`config.mk`:
```
export PLATFORM = sky130hd
export DESIGN_NAME = regdst_pipe
export DESIGN_NICKNAME = d
export VERILOG_FILES = /design/src/rtl/regdst_pipe.sv
export SDC_FILE = /design/constraint.sdc
export NUM_CORES = 1
export LEC_CHECK = 0
export BUFFER_PORTS_ARGS = -buffer_cell sky130_fd_sc_hd__buf_2
export CORE_MARGIN = 2
export CORE_UTILIZATION = 25
export DETAILED_ROUTE_END_ITERATION = 8
export PLACE_DENSITY_LB_ADDON = 0.05
export SYNTH_ARGS = -nofsm -noshare
export SYNTH_HDL_FRONTEND = slang
export SYNTH_SLANG_ARGS = --single-unit
export TNS_END_PERCENT = 30
```
`constraint.sdc`:
```
create_clock -name clk -period 1.8 [get_ports clk]
set_input_delay 0.36 -clock clk [delete_from_list [all_inputs] [get_ports clk]]
set_output_delay 0.36 -clock clk [all_outputs]
set_load 0.01 [all_outputs]
```
`src/rtl/regdst_pipe.sv`:
```
// regdst_pipe: write-destination select (rd / rt / link) tracked through DEPTH stages with
// stall, flush and load-use hazard detection. Define REGDST_FWD_EN to add EX forwarding selects.
module regdst_pipe #(
    parameter int AW       = 5,
    parameter int DEPTH    = 3,
    parameter int LINK_REG = 31
) (
    input  logic                  clk,
    input  logic                  rst_n,
    input  logic [AW-1:0]         TipoR,
    input  logic [AW-1:0]         TipoI,
    input  logic [1:0]            regdst,
    input  logic                  regwrite,
    input  logic                  memread,
    input  logic                  in_valid,
    input  logic                  stall,
    input  logic                  flush,
    input  logic [AW-1:0]         rs_q,
    input  logic [AW-1:0]         rt_q,
`ifdef REGDST_FWD_EN
    input  logic [AW-1:0]         ex_rs,
    input  logic [AW-1:0]         ex_rt,
    output logic [1:0]            fwd_a,
    output logic [1:0]            fwd_b,
`endif
    output logic [AW-1:0]         smux2,
    output logic [DEPTH*AW-1:0]   dest_q,
    output logic [DEPTH-1:0]      wen_q,
    output logic                  hazard
);

    localparam logic [AW-1:0] ZERO_ADDR = {AW{1'b0}};
    localparam logic [AW-1:0] LINK_ADDR = AW'(LINK_REG);

    typedef struct packed {
        logic [AW-1:0] dest;
        logic          wen;
        logic          ld;
    } stage_t;

    localparam stage_t BUBBLE = '{dest: {AW{1'b0}}, wen: 1'b0, ld: 1'b0};

    generate
        if (DEPTH < 2 || DEPTH > 8) begin : g_bad_depth
            $error("regdst_pipe: DEPTH must be in 2..8");
        end
`ifdef REGDST_FWD_EN
        if (DEPTH < 3) begin : g_bad_fwd_depth
            $error("regdst_pipe: forwarding needs DEPTH >= 3");
        end
`endif
    endgenerate

    function automatic logic [AW-1:0] select_dest(input logic [1:0]    code,
                                                  input logic [AW-1:0] rd,
                                                  input logic [AW-1:0] rt);
        logic [AW-1:0] sel;
        case (code)
            2'b00:   sel = rt;
            2'b01:   sel = rd;
            2'b10:   sel = LINK_ADDR;
            default: sel = ZERO_ADDR;
        endcase
        return sel;
    endfunction

    stage_t        stage_r     [DEPTH];
    stage_t        stage_nxt_s [DEPTH];
    stage_t        entry_s;
    logic [AW-1:0] smux2_s;
    logic          unused_ld_s;

    // Destination select and the entry word presented to stage 0.
    always_comb begin
        smux2_s      = select_dest(regdst, TipoR, TipoI);
        entry_s.dest = smux2_s;
        entry_s.wen  = regwrite & in_valid & (smux2_s != ZERO_ADDR);
        entry_s.ld   = memread & in_valid;
    end

    // Next-state: flush squashes stage 0 and what is leaving it; later stages always shift.
    always_comb begin
        for (int k = 0; k < DEPTH; k++) begin
            stage_nxt_s[k] = BUBBLE;
        end
        for (int k = 1; k < DEPTH; k++) begin
            stage_nxt_s[k] = stage_r[k-1];
        end
        if (flush) begin
            stage_nxt_s[0] = BUBBLE;
            stage_nxt_s[1] = BUBBLE;
        end else if (stall) begin
            stage_nxt_s[0] = BUBBLE;
        end else begin
            stage_nxt_s[0] = entry_s;
        end
    end

    // Stage registers; reset returns every stage to a bubble immediately.
    always_ff @(posedge clk or negedge rst_n) begin
        if (!rst_n) begin
            for (int k = 0; k < DEPTH; k++) begin
                stage_r[k] <= BUBBLE;
            end
        end else begin
            for (int k = 0; k < DEPTH; k++) begin
                stage_r[k] <= stage_nxt_s[k];
            end
        end
    end

    // Flatten stage registers onto the output buses.
    always_comb begin
        dest_q      = {(DEPTH*AW){1'b0}};
        wen_q       = {DEPTH{1'b0}};
        unused_ld_s = 1'b0;
        for (int k = 0; k < DEPTH; k++) begin
            dest_q[k*AW +: AW] = stage_r[k].dest;
            wen_q[k]           = stage_r[k].wen;
            unused_ld_s        = unused_ld_s ^ stage_r[k].ld;
        end
    end

    // Load in EX whose destination feeds the decode instruction's sources.
    always_comb begin
        hazard = stage_r[0].ld & stage_r[0].wen & in_valid &
                 ((stage_r[0].dest == rs_q) | (stage_r[0].dest == rt_q));
    end

    assign smux2 = smux2_s;

`ifdef REGDST_FWD_EN
    function automatic logic [1:0] fwd_select(input logic [AW-1:0] src,
                                              input stage_t        s1,
                                              input stage_t        s2);
        logic [1:0] sel;
        if (src == ZERO_ADDR) begin
            sel = 2'b00;
        end else if (s1.wen && (s1.dest == src)) begin
            sel = 2'b01;
        end else if (s2.wen && (s2.dest == src)) begin
            sel = 2'b10;
        end else begin
            sel = 2'b00;
        end
        return sel;
    endfunction

    // EX operand forwarding; the younger stage 1 result takes precedence.
    always_comb begin
        fwd_a = fwd_select(ex_rs, stage_r[1], stage_r[2]);
        fwd_b = fwd_select(ex_rt, stage_r[1], stage_r[2]);
    end
`endif

endmodule

```
* Word-level counts from Yosys, hierarchy flattened *
Index checks and enable logic that the tools add are counted.

storage, ports and cells
  register bits = 19
  input bits = 29
  output and inout bits = 24
  word-level logic and storage cells = 24

operators by class
  equality and inequality tests = 4
  muxes and demuxes = 4
  bitwise operators = 7
  reductions and logical operators = 2

operators by type and width
  operator                                              number
  two-way mux 7 bit                                     3
  case mux 5 bit (3 select lines)                       1
  equality test 5 bit                                   2
  AND 1 bit                                             6
  nonzero test 5 bit                                    1
  equality test 2 x 1 -> 1 bit (second input constant)  1
  equality test 2 bit (second input constant)           1
  logical NOT 2 bit                                     1
  bitwise OR 1 bit                                      1

* Longest topological paths before layout *
Gate-level depths: netlist (run 1).

  word-level depth = 6
  depth in mapped cells = 4
  gate-level depth less buffers = 3

* Least setup slack after synthesis (run 1) *
Ideal clock, no wire load.

  path kind = input to output
  start = in regdst[0]
  end = out smux2[1]
  arrival = 0.902 ns
  data required time = 1.440 ns
  path slack = 0.538 ns
  stages = 4
  buffers on the path = 1
  path through = buf_6 nor2b_2 a2bb2oi_1 inv_1

between the ends
  longest elaborated chain between the ends = 2
  elaborated cells on any way between the ends = 4
  those cells by class = 2 x eq/ne; 1 x mux; 1 x reduce/logical

RTL lines
  what                                               RTL line  RTL
  from (decl)                                        12        input logic [1:0] regdst,
  equality test 2 bit, or another cell as far along  58        case (code)
  case mux 5 bit (3 select lines) (*)                58
  to (decl)                                          26        output logic [AW-1:0] smux2,

Mark *: on every way between the ends. The rest lies on a longest branch, timed or not.

* Worst setup path in the final report (run 1) *
  start = reg stage_r, in the netlist dest_q[2]
  end = out hazard

between the ends
  longest elaborated chain between the ends = 3
  elaborated cells on any way between the ends = 4
  those cells by class = 2 x eq/ne; 2 x bitwise

RTL lines
  what                               RTL line  RTL
  from (decl)                        67        stage_t stage_r [DEPTH];
  from (signal, indexed assignment)  107       stage_r[k] <= stage_nxt_s[k];
  equality test 5 bit                127       ((stage_r[0].dest == rs_q) | (stage_r[0].dest == rt_q));
  bitwise OR 1 bit (*)               127
  AND 1 bit (*)                      126       hazard = stage_r[0].ld & stage_r[0].wen & in_valid &
  to (decl)                          29        output logic hazard

Marks and branches as above.

==> results of run 1 <==
[routing by layer]
layer / wire [µm] / part of all wire [%] / global-route usage, %
met1: 808 / 39 / 11.6
met2: 1090 / 53 / 19.5
met3: 147 / 7.1 / 2.23
met4: 31 / 1.5 / 5.47
met5: 0 / 0 / 0
[worst max path at each step]
stage	startpoint	end	slack, ns	depth (start not counted)
global placement	regdst[1]	smux2[3]	0.35	5
detailed placement	regdst[1]	smux2[3]	0.35	5
CTS	dest_q[2]	hazard	0.08	4
finish	dest_q[2]	hazard	0.11	4
global route	dest_q[2]	hazard	0.02	4
floorplan	regdst[0]	smux2[1]	0.54	4
[registers in the layout, indices dropped and copies added, names as in the netlist]
register	cells
stage_r	1
dest_q	15
wen_q	3
[cell families after synthesis]
family / after synthesis / share of synthesized area, %
DFF: 19 / 50.4
and+or+nand+nor: 27 / 15.1
AOI/OAI and AO/OA: 9 / 7.69
xor gates and xnor gates: 10 / 9.28
buffers and inverters: 24 / 17.5
[where the power goes]
part	internal (W)	switching, W
registers	0.000439	0.00000968
clock network	0.000157	0.000136
logic	0.0000677	0.0000708
[cells in the mapped netlist (all sizes together), types with 2 or more instances]
cell | count | area (µm²)
nand4 | 2 | 12.5
nor3 | 5 | 25.0
o22ai | 2 | 12.5
and3 | 3 | 18.8
nor2 | 6 | 22.5
dfrtp | 19 | 475
a2bb2oi | 4 | 35.0
inv | 4 | 15.0
nand2 | 3 | 11.3
xnor2 | 10 | 87.6
nor2b | 7 | 46.3
buf | 19 | 146
[layout make-up]
type / instances / area [µm²] / area share [%]
inverter: 4 / 15.0 / 1.29
clock buffer: 4 / 45.0 / 3.86
tap: 48 / 60.1 / 5.15
multi-input combinational: 46 / 310 / 26.6
sequential: 19 / 475 / 40.8
timing repair buffer: 52 / 260 / 22.3
[what timing repair did]
item | CTS | global route
gates resized for setup | 0 | 1
endpoints found under the setup margin | 0 | 1
hold buffers | 0 | 0
[per-stage QoR]
step / utilization, % / area, µm² / total power (W) / worst slack (ns)
2_1_floorplan: - / 943 / 0.000538 / 0.538
3_3_place_gp: 30.6 / 1110 / 0.000596 / 0.354
3_5_place_dp: 30.6 / 1110 / 0.000596 / 0.346
4_1_cts: 31.9 / 1160 / 0.000897 / 0.0751
5_1_grt: 32.1 / 1170 / 0.000934 / 0.0182
6_report: 32.1 / 1170 / 0.000881 / 0.112
==> metrics.txt, run 1 <==
commonest non-fill, non-tap cell in the layout buf_2; register area share after synthesis between 50% and 60%; number of synthesized flops with an enable pin 0; largest net degree at the start of global routing 20; Synth Instances 89; CP Launch Type register; outcome complete, no violations; RSZ-0062 raised after global routing no; post-route insts no fill between 150 and 200; global-route wire length before repair 3390 µm; synth warn 0; final net count between 150 and 200; Max Cap Viol 0; CTS tree done; Post-CTS Setup Bufs 0; Initial Utilization about 26%; CORE AREA 3630 µm²; Final Wtd Congestion slightly above 0.7; Async S/R FF share, synth 100%; row count 22; RR Endpoint dest_q[7]; hpwl dp around 1700 µm; drt wl/cell about 12 µm; clk sinks 19; # DRC 0; DR vias approximately 700; CP max stage cell dfrtp_1; pwr dens 755 nW/µm²; Peak VDD IR 0.191 mV; Pre-antenna DRT Iters 5; relative slew slack 71.8%; clock slew at reported path FFs 0.07 ns; ys flop type dfrtp_1; TritonCTS Buffers 3; fmax 0.593 GHz; most frequent cells in the layout buf_2, dfrtp_1, xnor2_1, nor2_1, nor2b_1; antenna-violating nets left 0; max-slew violations 0; clk_lat worst skew 0.25 ns; Die Wd approximately 65 µm; Yosys reg bits 19; worst slew pin tran roughly 0.42 ns; Via-to-Cell Ratio 4.06; worst clock skew between 0.0002 and 0.0003 ns; Mean Syn Cell Area around 11 µm²; drt first-iter violations 11; Final Setup Violations 0; Final min period around 1.7 ns; Die H about 65 µm; endpoint type of the worst setup path output pin; synth-to-layout area growth 23.6%; CP bufs+invs 1; Setup TNS Final 0 ns; number of global-route vias before repair 754; placed cell count 169; total gr overflow 0; critical path's top delay family flip-flops; share of cells above drive strength 1 a little under half; post-route clock period utilization 93.8%; worst reg2reg startpoint dest_q[2]; WS Path Type reg -> out; CTS max path bufs 2; Largest stage delay, worst path about 0.46 ns; initial antenna violation count 0; Fillers between 400 and 500; Post-Syn Nets between 100 and 150; Pleak between 0.6 and 0.7 nW; all-layer global routing usage roughly 11%; worst hold margin 0.0360 ns; Reg2Reg Setup Slack around 1.1 ns; r2r worst-path depth 1; CP Max Fanout 4; WP data required ~1.4 ns; synthesized area 943 µm²; library cells used by synthesis 19; depth of the CTS H-tree 1; drt total wl between 2000 and 2500 µm; worst path arrival time 1.33 ns; Die ar. approximately 4300 µm²; min-delay worst type in -> async; antenna cells 0; I/O Pins between 50 and 60; CP cell instances xnor2_2 > nand4_1 > o22ai_1 > buf_2; IO Port Bufs between 50 and 60; clock root buffer clkbuf_8; Final Hold Violating Endpoints 0
Note: power is estimated with default switching activity, not from simulation.
==> run 2, diff against run 1 <==
ABC_AREA = 1   (was not set)
==> metrics.txt, run 2 <==
outcome complete, no violations; number of synthesized flops with an enable pin 0 (unchanged); CP cell instances xor2_1 > nor2_2 > nand3_1 > a21oi_1 > buf_2; Post-Syn Nets 159 (+35%); fmax 0.598 GHz (+0.86%); synth cell count leaders nand2_1, inv_1, dfrtp_1; ys flop type dfrtp_1; CP Launch Type register; min-delay worst type in -> async; Mean Syn Cell Area 7.75 µm² (-27%); Die H 67.5 µm (+3.1%); Die ar. 4550 µm² (+6.3%); Largest stage delay, worst path 0.43 ns (-0.03 ns); TritonCTS Buffers 3 (unchanged); Fillers 437 (+5.8%); Pre-antenna DRT Iters 4 (-1); number of flip-flops in the largest register 15 (unchanged); share of cells above drive strength 1 38.7% (-6.9 points); drt first-iter violations 8 (-3); Reg2Reg Setup Slack 1.14 ns (+0.07 ns); Peak VDD IR 0.209 mV (+9.2%); Die Wd 67.5 µm (+3.1%); Final Hold Violating Endpoints 0 (unchanged); I/O Pins 53 (unchanged); Setup WS pre-CTS 0.326 ns (-0.0197 ns); synth-to-layout area growth 23.6% (about the same); IO Port Bufs 52 (unchanged); share of the synthesized area in the top cell type 47.2% (-3.2 points); final setup margin 0.127 ns (+0.0144 ns); worst path arrival time 1.31 ns (-0.02 ns); Yosys reg bits 19 (unchanged); clk sinks 19 (unchanged); most frequent cell after synthesis nand2_1; commonest non-fill, non-tap cell in the layout buf_2; post-route clock period utilization 93.0% (-0.80 points); Via-to-Cell Ratio 3.87 (-4.8%); row count 23 (+4.5%); Pleak 0.775 nW (+21%); endpoint type of the worst setup path output pin; clock slew at reported path FFs 0.07 ns (about the same); initial antenna violation count 0 (unchanged); CP max stage cell dfrtp_1; # DRC 0 (unchanged); worst clock skew 0.000454 ns (+0.000181 ns); most frequent cells in the layout buf_2, nand2_1, inv_1, dfrtp_1, nor2_1; relative slew slack 71.5% (-0.35 points); RSZ-0062 raised after global routing no; Max Cap Viol 0 (unchanged); antenna cells 0 (unchanged); WS Path Type reg -> out; final net count 198 (+28%); antenna-violating nets left 0 (unchanged); Synth Instances 130 (+46%); CORE AREA 3940 µm² (+8.5%); largest net degree at the start of global routing 20 (unchanged); critical path's top delay family flip-flops; number of global-route vias before repair 817 (+8.4%); drt wl/cell 9.62 µm (-20%); Async S/R FF share, synth 100% (unchanged); CP bufs+invs 1 (unchanged); final total power 0.000889 W (+0.98%); top cells by area, synth dfrtp_1, nand2_1, buf_4; CTS Hold Buffers Added 0 (unchanged); pwr dens 714 nW/µm² (-5.4%); clock root buffer clkbuf_8; DR vias 843 (+20%); leading area contributor after synthesis dfrtp_1; worst hold margin 0.0395 ns (+0.00353 ns); synth warn 0 (unchanged); Util after Layout 31.6% (-0.52 points); clk_lat worst skew 0.25 ns (about the same); Setup TNS Final 0 ns (unchanged); synthesized area 1010 µm² (+6.8%); CP Max Fanout 4 (unchanged); depth of the CTS H-tree 1 (unchanged); max-slew violations 0 (unchanged); Final Setup Violations 0 (unchanged); CTS max path bufs 2 (unchanged); CTS tree done; total gr overflow 0 (unchanged); worst slew pin tran 0.428 ns (+0.00524 ns); drt total wl 2100 µm (+0.87%); hpwl dp 1770 µm (+6.5%); Final min period 1.67 ns (-0.0144 ns); Initial Utilization 25.5% (-0.42 points); all-layer global routing usage 9.92% (-0.78 points); WP data required 1.44 ns (about the same); global-route wire length before repair 3310 µm (-2.6%); library cells used by synthesis 14 (-5); register area share after synthesis 47.2% (-3.2 points); Final Wtd Congestion 0.759 (+6.2%)
run 2: cell types whose count changed in the layout (fill, tap and decap cells not counted), sizes merged, moves of 2 or more:
cell	previous run	this run
a2bb2oi	4	0
and3	3	1
inv	4	24
nand2	3	38
nand3	0	5
nand4	2	0
nor2	6	19
nor2b	7	0
nor3	5	0
o21ai	0	2
o22ai	2	0
xnor2	10	2
run 2: layer usage:
layer  GRT usage, %  wire length, µm  up-vias
met5              0                0        -
met4           5.36               27        0
met3           2.00              155        2
met2           19.6             1160       33
met1           9.34              750      373
li1               -                -      435
run 2: final timing paths:
| check | end | cells past startpoint | start |
|---|---|---|---|
| setup / recovery | hazard | 5 | dest_q[0] |
| hold / removal | dest_q[2] | 1 | rst_n |
| setup reg to reg | dest_q[9] | 2 | dest_q[4] |
| hold reg to reg | dest_q[10] | 0 | dest_q[5] |
| max in group asynchronous | dest_q[7] | 1 | rst_n |
| min in group clk | wen_q[0] | 3 | regwrite |
run 2: cell type report:
| cell class | count | area (µm²) | share of cell area [%] |
|---|---|---|---|
| Tap cell | 50 | 62.6 | 5.03 |
| Multi-Input combinational cell | 69 | 312 | 25.0 |
| Clock buffer | 4 | 45.0 | 3.62 |
| Timing Repair Buffer | 52 | 260 | 20.9 |
| Sequential cell | 19 | 475 | 38.2 |
| Inverter | 24 | 90.1 | 7.24 |
run 2: power breakdown:
| part | leakage (nW) | switching, W | total (W) | internal (W) |
|---|---|---|---|---|
| sequential | 0.259 | 0.00000961 | 0.000450 | 0.000441 |
| combinational | 0.493 | 0.0000869 | 0.000151 | 0.0000638 |
| clock | 0.0228 | 0.000131 | 0.000288 | 0.000157 |
| total | 0.775 | 0.000228 | 0.000889 | 0.000662 |
run 2: timing repair:
action / in CTS / in global routing
endpoints found under the setup margin: 0 / 1
gates resized for setup: 0 / 5
buffers inserted: 0 / 0
run 2: per-stage QoR:
| stage | area, µm² | std cells |
|---|---|---|
| after floorplan | 1010 | 130 |
| after global placement | 1190 | 214 |
| after detailed placement | 1190 | 214 |
| after CTS | 1240 | 218 |
| after global routing | 1240 | 218 |
| final | 1240 | 218 |
run 2: cell families (layout without fill, tap and decap cells):
kind of cell	after synthesis	count (layout)	synth area share, %
AO/OA/AOI/OAI	3	3	2.24
XOR/XNOR	3	3	2.61
buffers and inverters	42	80	22.4
flip-flops	19	19	47.2
AND/OR/NAND/NOR	63	63	25.6
run 2: worst register-to-register path, cell delays in order (launching register included):
cell	delay (ns)
dfrtp_1	0.43
inv_1	0.09
nor2_1	0.04
==> run 3, diff against run 2 <==
CORE_UTILIZATION = 45   (was 25)
MAX_ROUTING_LAYER = met4   (was not set)
==> metrics.txt, run 3 (synthesis gave the netlist of run 2 again) <==
outcome complete, no violations; worst clock skew 0.000355 ns (-0.0000990 ns); critical path's top delay family flip-flops; most frequent cells in the layout buf_2, nand2_1, inv_1, dfrtp_1, nor2_1; Placement Cell Area 1170 µm² (-2.3%); IO Port Bufs 52 (unchanged); Max Cap Viol 0 (unchanged); drt wl/cell 8.77 µm (-8.9%); synth-to-layout area growth 20.6%; CP Max Fanout 4 (unchanged); Pleak 0.771 nW (-0.51%); Die Wd 51.3 µm (-24%); Final Hold Violating Endpoints 0 (unchanged); all-layer global routing usage 15.6% (+5.7 points); Peak VDD IR 0.349 mV (+67%); # DRC 0 (unchanged); clk sinks 19 (unchanged); max-slew violations 0 (unchanged); Via-to-Cell Ratio 4.23 (+9.5%); post-route clock period utilization 96.2% (+3.2 points); CP Depth 5 (unchanged); endpoint type of the worst setup path output pin; largest net degree at the start of global routing 20 (unchanged); RSZ-0062 raised after global routing yes; Die H 51.3 µm (-24%); clock root buffer clkbuf_4; worst path arrival time 1.37 ns (+0.06 ns); final total power 0.000802 W (-9.9%); clk_lat worst skew 0.28 ns (+0.03 ns); crit path launch dest_q[0]; I/O Pins 53 (unchanged); CP max stage cell dfrtp_1; Final Setup Violations 0 (unchanged); CP Launch Type register; Die ar. 2630 µm² (-42%); share of cells above drive strength 1 39.6% (+0.95 points); drt first-iter violations 2 (-6); final net count 199 (+0.51%); antenna-violating nets left 0 (unchanged); global-route wire length before repair 2940 µm (-11%); Post-CTS Setup Bufs 0 (unchanged); row count 17 (-26%); CORE AREA 2170 µm² (-45%); CP cell instances xor2_1 > nor2_2 > nand3_2 > a21oi_2 > buf_2; DR vias 834 (-1.1%); Final min period 1.73 ns (+0.0576 ns); fmax 0.578 GHz (-3.3%); worst slew pin tran 0.395 ns (-0.0331 ns); worst hold margin 0.307 ns (+0.267 ns); pwr dens 660 nW/µm² (-7.6%); WS Path Type reg -> out; relative slew slack 73.7% (+2.2 points); antenna cells 0 (unchanged); initial antenna violation count 0 (unchanged); CTS tree done; Largest stage delay, worst path 0.44 ns (about the same); depth of the CTS H-tree 1 (unchanged); number of global-route vias before repair 721 (-12%); commonest non-fill, non-tap cell in the layout buf_2; WP data required 1.44 ns (about the same); TritonCTS Buffers 3 (unchanged); clock slew at reported path FFs 0.10 ns (+0.03 ns); number of flip-flops in the largest register 15 (unchanged); CP bufs+invs 1 (unchanged); Initial Utilization 46.4% (+21 points); min-delay worst type in -> reg; hpwl dp 1470 µm (-17%); drt total wl 1730 µm (-18%); CTS max path bufs 2 (unchanged); Reg2Reg Setup Slack 1.15 ns (about the same); Pre-antenna DRT Iters 2 (-2); hold path cells 3; r2r worst-path depth 2 (unchanged); RR Endpoint dest_q[5]; Final Wtd Congestion 0.781 (+2.9%); worst reg2reg startpoint dest_q[0]; Final Instance Area 1210 µm² (-2.4%); total gr overflow 0 (unchanged); CP endpoint hazard
run 3: changes by cell type in the layout (fill, tap and decap cells not counted), sizes merged:
cell         delta
dlygate4sd3     +1
run 3: report_power, final:
| part | switching, W | total (W) | internal, W | leakage [nW] |
|---|---|---|---|---|
| clock | 0.000116 | 0.000202 | 0.0000860 | 0.0150 |
| sequential | 0.00000917 | 0.000450 | 0.000441 | 0.259 |
| combinational | 0.0000845 | 0.000150 | 0.0000652 | 0.497 |
run 3: repair_timing:
item / CTS / global route
endpoints found under the setup margin: 0 / 1
gates resized for setup: 0 / 7
hold buffers: 1 / 0
hold endpoints to repair: 19 / 0
run 3: final cells by class:
cell class,instances,area (µm²)
Clock buffer,4,26.3
Fill cell,225,955
Tap cell,28,35.0
Multi-Input combinational cell,69,318
Timing Repair Buffer,53,270
Sequential cell,19,475
Inverter,24,90.1
run 3: worst reg2reg max path, delay by kind of cell, from the launching register on:
family	cells	cell delay [ns]
AND/OR/NAND/NOR	1	0.03
buffers and inverters	1	0.07
flip-flops	1	0.44
run 3: how the worst min path moves through the flow:
stage	startpoint	endpoint	slack, ns
after floorplan	rst_n	dest_q[0]	0.06
after global placement	rst_n	dest_q[10]	0.31
after detailed placement	rst_n	dest_q[5]	0.31
after CTS	regwrite	wen_q[0]	0.30
after global routing	memread	stage_r[14]	0.31
final	regwrite	wen_q[0]	0.31
run 3: metrics by stage:
| step | cells | TNS, ns | setup WS, ns | util, % |
|---|---|---|---|---|
| 2_1_floorplan | 130 | 0 | 0.538 | - |
| 3_3_place_gp | 192 | 0 | 0.353 | 53.8 |
| 3_5_place_dp | 192 | 0 | 0.349 | 53.8 |
| 4_1_cts | 197 | 0 | 0.0432 | 55.5 |
| 5_1_grt | 197 | -0.0441 | -0.0441 | 56.0 |
| 6_report | 197 | 0 | 0.0692 | 56.0 |
run 3: metal layers:
metal  vias to the layer above  global-route usage (%)  wire length, µm
met5                         -                       -                0
met4                         0                    6.58               14
met3                         2                    3.80              124
met2                        26                    26.6              907
met1                       367                    17.4              681
li1                        439                       -                -
